`config.mk`:
```
export PLATFORM = sky130hd
export DESIGN_NAME = l2_arbiter
export DESIGN_NICKNAME = d
export VERILOG_FILES = /design/src/rtl/l2_arbiter.sv
export SDC_FILE = /design/constraint.sdc
export NUM_CORES = 1
export LEC_CHECK = 0
export ABC_AREA = 1
export BUFFER_PORTS_ARGS = -buffer_cell sky130_fd_sc_hd__buf_4
export CAP_MARGIN = 20
export CORE_AREA = 2 2 643 645
export CTS_BUF_LIST = sky130_fd_sc_hd__clkbuf_8
export CTS_CLUSTER_SIZE = 40
export DETAILED_ROUTE_END_ITERATION = 12
export DIE_AREA = 0 0 645 647
export PLACE_DENSITY_LB_ADDON = 0.08
export SLEW_MARGIN = 20
export SYNTH_ARGS = -nofsm -noshare
export SYNTH_HDL_FRONTEND = slang
export SYNTH_SLANG_ARGS = --single-unit
export TNS_END_PERCENT = 50
```
`constraint.sdc`:
```
create_clock -name clk -period 2.3 [get_ports clk]
set_clock_uncertainty 0.05 [all_clocks]
set_input_delay 0.46 -clock clk [delete_from_list [all_inputs] [get_ports clk]]
set_output_delay 0.46 -clock clk [all_outputs]
set_load 0.005 [all_outputs]
```
`src/rtl/l2_arbiter.sv`:
```
// Two-master (I-cache / D-cache) round-robin arbiter in front of the L2 port.
// One transaction in flight, forced IDLE bubble after each, sticky watchdog flag.
module l2_arbiter #(
  parameter int ADDR_W  = 32,
  parameter int LINE_W  = 256,
  parameter int TIMEOUT = 1024
) (
  input  logic              clk,
  input  logic              rst,
  input  logic              i_stb,
  input  logic              i_cyc,
  input  logic              i_write,
  input  logic [ADDR_W-1:0] i_addr,
  input  logic [LINE_W-1:0] i_wdata,
  output logic [LINE_W-1:0] i_rdata,
  output logic              i_resp,
  output logic              i_retry,
  input  logic              d_stb,
  input  logic              d_cyc,
  input  logic              d_write,
  input  logic [ADDR_W-1:0] d_addr,
  input  logic [LINE_W-1:0] d_wdata,
  output logic [LINE_W-1:0] d_rdata,
  output logic              d_resp,
  output logic              d_retry,
  output logic              l2_stb,
  output logic              l2_cyc,
  output logic              l2_write,
  output logic [ADDR_W-1:0] l2_addr,
  output logic [LINE_W-1:0] l2_wdata,
  input  logic [LINE_W-1:0] l2_rdata,
  input  logic              l2_resp,
  input  logic              l2_retry,
  output logic              timeout_err
);

  localparam int WD_W = $clog2(TIMEOUT + 1);
  localparam logic [WD_W-1:0] WD_MAX = WD_W'(TIMEOUT);

  typedef enum logic [1:0] {IDLE, GNT_I, GNT_D} state_t;

  state_t          state_reg;
  logic            last_d_reg;   // 1 when D was the most recent grant
  logic [WD_W-1:0] wdog_reg;
  logic [WD_W-1:0] wdog_next;
  logic            timeout_err_reg;

  logic req_i, req_d, gnt_i, gnt_d, pick_d, gnt_cyc;

  assign req_i = i_stb & i_cyc;
  assign req_d = d_stb & d_cyc;
  // Grant-side outputs are forced quiet during reset, even mid-transaction.
  assign gnt_i = (state_reg == GNT_I) & ~rst;
  assign gnt_d = (state_reg == GNT_D) & ~rst;
  assign pick_d = req_d & (~req_i | ~last_d_reg);
  assign gnt_cyc = (state_reg == GNT_I) ? i_cyc : d_cyc;
  assign wdog_next = (wdog_reg == WD_MAX) ? wdog_reg : wdog_reg + WD_W'(1);

  always_comb begin
    l2_stb   = (gnt_i & req_i) | (gnt_d & req_d);
    l2_cyc   = (gnt_i & i_cyc) | (gnt_d & d_cyc);
    l2_write = 1'b0;
    l2_addr  = '0;
    l2_wdata = '0;
    if (gnt_i) begin
      l2_write = i_write;
      l2_addr  = i_addr;
      l2_wdata = i_wdata;
    end else if (gnt_d) begin
      l2_write = d_write;
      l2_addr  = d_addr;
      l2_wdata = d_wdata;
    end
    // An aborted master (cyc low) never receives a completion.
    i_resp  = gnt_i & i_cyc & l2_resp;
    d_resp  = gnt_d & d_cyc & l2_resp;
    i_rdata = i_resp ? l2_rdata : '0;
    d_rdata = d_resp ? l2_rdata : '0;
    i_retry = ~rst & req_i & ~i_resp;
    d_retry = ~rst & req_d & ~d_resp;
  end

  always_ff @(posedge clk) begin
    if (rst) begin
      state_reg       <= IDLE;
      last_d_reg      <= 1'b0;
      wdog_reg        <= '0;
      timeout_err_reg <= 1'b0;
    end else begin
      case (state_reg)
        IDLE: begin
          if (req_i | req_d) begin
            state_reg  <= pick_d ? GNT_D : GNT_I;
            last_d_reg <= pick_d;
            wdog_reg   <= '0;
          end
        end
        GNT_I, GNT_D: begin
          if (l2_resp) begin
            state_reg <= IDLE;
          end else begin
            wdog_reg <= wdog_next;
            if (wdog_next == WD_MAX)
              timeout_err_reg <= 1'b1;
          end
          if (!gnt_cyc)
            state_reg <= IDLE;
        end
        default: state_reg <= IDLE;
      endcase
    end
  end

  assign timeout_err = timeout_err_reg;

  // l2_retry is informational only; the arbiter keeps waiting regardless.
  logic unused_retry;
  assign unused_retry = l2_retry;

endmodule

```
Yosys cells after proc, flatten, opt, wreduce, memory -nomap -nowiden
Index checks and enable logic that the tools add are counted.
{ "totals": {"out_inout_bits": 808, "reg_bits": 15, "input_bits": 842} }
{ "op_classes": {"bitwise": 25, "n_eq_ne": 7, "n_mux": 18, "reduce_logical": 7, "add_sub_neg": 1} }
{ "op_table": {"columns": ["operator", "count"], "rows": [
  ["2-to-1 mux 256 bit", 4],
  ["2-to-1 mux 32 bit", 2],
  ["2-to-1 mux 11 bit", 3],
  ["== test 11 bit, second input constant", 2],
  ["case mux 11 bit (2 select lines)", 1],
  ["AND 1 bit", 15],
  ["adder 11 x 1 -> 11 bit, second input constant", 1],
  ["2-to-1 mux 2 bit", 4],
  ["inverter 1 bit", 6],
  ["AND reduction 3 bit", 2],
  ["!= test 2 bit, second input constant", 2],
  ["OR 1 bit", 4],
  ["case mux 2 bit (2 select lines)", 1],
  ["AND reduction 2 bit", 2],
  ["2-to-1 mux 1 bit", 3],
  ["!= test 3 bit, second input constant", 1],
  ["== test 2 x 1 -> 1 bit, second input constant", 1],
  ["== test 2 bit, second input constant", 1],
  ["zero test 2 bit", 1],
  ["nonzero test 2 bit", 1],
  ["OR reduction 2 bit", 1]
]} }

Depth between registers and ports, before layout
{ "logic_depth": {"ltp_word": 7, "mapped_depth": 12, "ltp_nobuf": 12} }

Worst setup path after synthesis
Ideal clock, no wire load.
{ "synth_path": {"kind": "flip-flop to output port", "start": "reg state_reg[1]", "end": "out l2_wdata[126]", "setup_slack_ns": 0.290, "stages_incl_launch_ff": 9, "n_path_buf": 3, "t_arrival_ns": 1.500, "cell_sequence": "dfxtp_1 inv_1 ha_1 inv_1 buf_2 buf_2 clkbuf_1 nand2_1 o21ai_0"} }
{ "synth_between": {"elab_chain_len": 4, "elab_cells_between_ends": 6, "cone_classes": "eq/ne (2); mux (2); bitwise (2)"} }
{ "synth_lines": {"columns": ["item", "line", "text"], "rows": [
  ["start: declaration", "42", "state_t state_reg;"],
  ["start signal: assignment", "93", "state_reg <= pick_d ? GNT_D : GNT_I;"],
  ["== test 2 bit", "54", "assign gnt_d = (state_reg == GNT_D) & ~rst;"],
  ["AND 1 bit", "54", null],
  ["2-to-1 mux 256 bit", "69", "end else if (gnt_d) begin"],
  ["2-to-1 mux 256 bit *", "65", "if (gnt_i) begin"],
  ["end: declaration", "30", "output logic [LINE_W-1:0] l2_wdata,"]
]} }
Mark *: on every way between the ends. The rest lies on a longest branch, timed or not.

Worst setup path in the final report
{ "layout_path": {"start": "reg state_reg[1]", "end": "out l2_wdata[73]"} }
The elaborated chain is that of the path after synthesis.

==> key figures <==
Layout
  – Max FFs per register: 11
  – Register area: about 310 um^2
  – Final design utilization: a little under a tenth
  – Design area: 38100 um^2
  – Layout cell share with drive strength beyond 1: 69.52%
  – Fill cell count: 48450
  – Area of the multi-input gates: approximately 10000 um^2
  – Syn-to-layout area delta: 271.5%
  – Nets: ~4800

Die
  – DIE AREA: between 400000 and 500000 um^2
  – Die H: about 650 um
  – Total I/O pin count: roughly 1700
  – Die Wd: 645 um
  – Core Region: about 410000 um^2
  – Row cnt: roughly 240
  – Initial Util: under 10%

Clocking
  – Clk Latency, worst-skew pair: between 200 and 300 ps
  – CTS Buf Count: 3
  – CTS tree: yes
  – Clock transition at the registers of the reported paths: 80 ps
  – H-tree levels: 1
  – CTS max path bufs: 2
  – Clk root buf: clkbuf_8
  – Clk sink count: 15

Synth
  – Simple-Gate Fraction of Synth Area: 58.61%
  – Synthesized cell area: between 10000 and 15000 um^2
  – Mux share of post-synthesis cell area: 0%
  – Yosys warning count: 0
  – Top cells by area, synth: nand2_1, nor2_4, o21ai_0
  – Post-synthesis sequential area ratio: about 3%
  – Syn_area_per_cell: roughly 5.2 um^2
  – Synth cell types: 33
  – Yosys top cell area share: a little under a quarter
  – Xor and xnor area share after synthesis: less than 1%
  – Cell count after synthesis: approximately 2000
  – Synthesis-stage register bit count: 15
  – Mapped Nets: between 2000 and 3000
  – Post-synthesis adder-cell area fraction: 0.6100%
  – Compound-gate portion of the synthesized area: between 10% and 20%
  – Area leader, netlist: nand2_1
  – Main combinational cell family by area after synthesis: simple AND/OR/NAND/NOR gates

GRT
  – Number of global-route vias before repair: 22420
  – Gr ovfl total: 0
  – First-pass GRT wire length: 316200 um
  – Total Routing Usage GR: between 10 and 15%
  – Largest net degree at the start of global routing: 33
  – Initial antenna violation count: 102

Place
  – Placed Area: between 30000 and 40000 um^2
  – Final Wtd Congestion: approximately 0.83
  – Input/output buffers: around 1600
  – HPWL after DPL: 240300 um

STA
  – Hold Fails Final Rpt: 0
  – TNS Setup: -242550 ps
  – F_max: between 0.3 and 0.4 GHz
  – Slew HR: around two thirds
  – Period utilization: 120.0%
  – Min cycle time layout: ~2800 ps
  – Final WS setup: -460.4 ps
  – Final setup violation count: 811
  – Hold Worst Slack: roughly 410 ps
  – RSZ-0062 raised after global routing: yes
  – Max-slew violation count: 0
  – Worst-Margin Slew: between 500 and 600 ps

Detailed routing
  – Post-Route WL: approximately 270000 um
  – Initial DRT Pass Iterations: 5
  – Final ANT Viol Nets: 0
  – Via-per-instance ratio: between 2 and 2.5
  – DRC violation count after routing: 0
  – DR WL/cell: ~29 um
  – Via count: about 21000
  – DRT iter0 DRCs: ~890

Pwr
  – Pwr/cell area: 178.4 nW/um^2
  – Leak: approximately 18 nW
  – Worst VDD drop: between 150 and 200 uV

Outcome
  – Status: finished with violations
  – Failing checks: negative setup slack

Setup path
  – Critical Path RT: approximately 1800 ps
  – Critical path arrival: approximately 2300 ps
  – Critical Path End Type: output port
  – Setup CP Type: flip-flop to output port
  – Max FO, Critical Path: 10
  – Startpoint types: flip-flop

Job
  – Max Cap Viol: 0

Worst hold path
  – Hold crit path type: flip-flop to flip-flop
## final cells by class
class | count | area share, %
Timing Repair Buffer | 2117 | 51.36
Multi-Input combinational cell | 1506 | 26.73
Sequential cell | 15 | 0.8012
Clock buffer | 3 | 0.1084
Timing Repair inverter | 1 | 0.02955
Tap cell | 5474 | 17.98
Inverter | 284 | 2.903
Clock inverter | 1 | 0.009851
Antenna cell | 12 | 0.07881
## layer usage
metal  up-vias  share of wire [%]  GRT usage (%)
met1     10130                 32          11.45
met5         -              0.079              0
met4        30                1.0          1.084
li1       9842                  -              -
met3       199                8.8          4.496
met2      1069                 58          25.30
## kinds of logic after synthesis
| family | Yosys count |
|---|---|
| simple gates | 1183 |
| buf+inv | 440 |
| compound gates | 315 |
| flops | 15 |
| fa+ha+maj | 5 |
| xor+xnor | 3 |
## critical path, stage by stage, from the launching register on
cell and delay [ps]:
dfxtp_2 340, inv_2 80, ha_4 190, inv_12 50, nor2_4 120, buf_12 180, buf_16 170, bufbuf_16 300
nand2_1 70, o21ai_2 140, buf_6 180, buf_4 110
## worst paths after layout
kind                      from      endpoint  slack, ps  depth (start not counted)
hold / removal     timeout_err   timeout_err        410                          2
setup reg to reg  state_reg[0]  wdog_reg[10]        -30                         13
hold reg to reg    timeout_err   timeout_err        410                          2
setup / recovery  state_reg[1]  l2_wdata[73]       -460                         11
## Yosys cell counts (all sizes together)
| cell type | number |
|---|---|
| nor2 | 529 |
| o21bai | 1 |
| a211oi | 1 |
| nor3 | 4 |
| buf | 103 |
| o21ai | 293 |
| o22ai | 2 |
| xor2 | 2 |
| o211ai | 1 |
| a21oi | 16 |
| nand2 | 628 |
| nand4 | 2 |
| inv | 283 |
| xnor2 | 1 |
| nand3 | 15 |
| clkbuf | 53 |
| o21a | 1 |
| ha | 5 |
| or2 | 2 |
| clkinv | 1 |
| nand3b | 3 |
| dfxtp | 15 |
## power breakdown
group | internal [W] | switching [W] | total, W
Combinational | 0.00295 | 0.00333 | 0.00628
Clock | 0.000119 | 0.000125 | 0.000245
Sequential | 0.000268 | 0.00000843 | 0.000277
## layout by cell type, fill, tap and decap left out, types with 16 or more instances in the layout
cell type / instances
o21ai_2: 66
nor2_4: 223
nand2_4: 55
nor2_1: 213
o21ai_4: 105
buf_12: 118
buf_4: 1713
a21oi_1: 16
nand2_2: 44
o21ai_1: 21
nand2_1: 522
nor2_2: 93
buf_8: 32
o21ai_0: 101
inv_1: 277
buf_6: 192
buf_16: 47
## stage by stage
| step | power (W) | cells | setup slack, ps |
|---|---|---|---|
| floorplan | 0.001348 | 1961 | 290.3 |
| global placement | 0.005372 | 9237 | -2232 |
| detailed placement | 0.005324 | 9250 | -1020 |
| CTS | 0.006740 | 9359 | -607.3 |
| global route | 0.007294 | 9410 | -599.3 |
| finish | 0.006798 | 9413 | -460.4 |
## timing repair
item	CTS	global route
setup buffers	83	44
gates cloned	36	10
setup endpoints to repair	807	817
hold buffers	0	0
pin swaps	36	17
resized for setup	783	395
(Power assumes the default switching activity.)
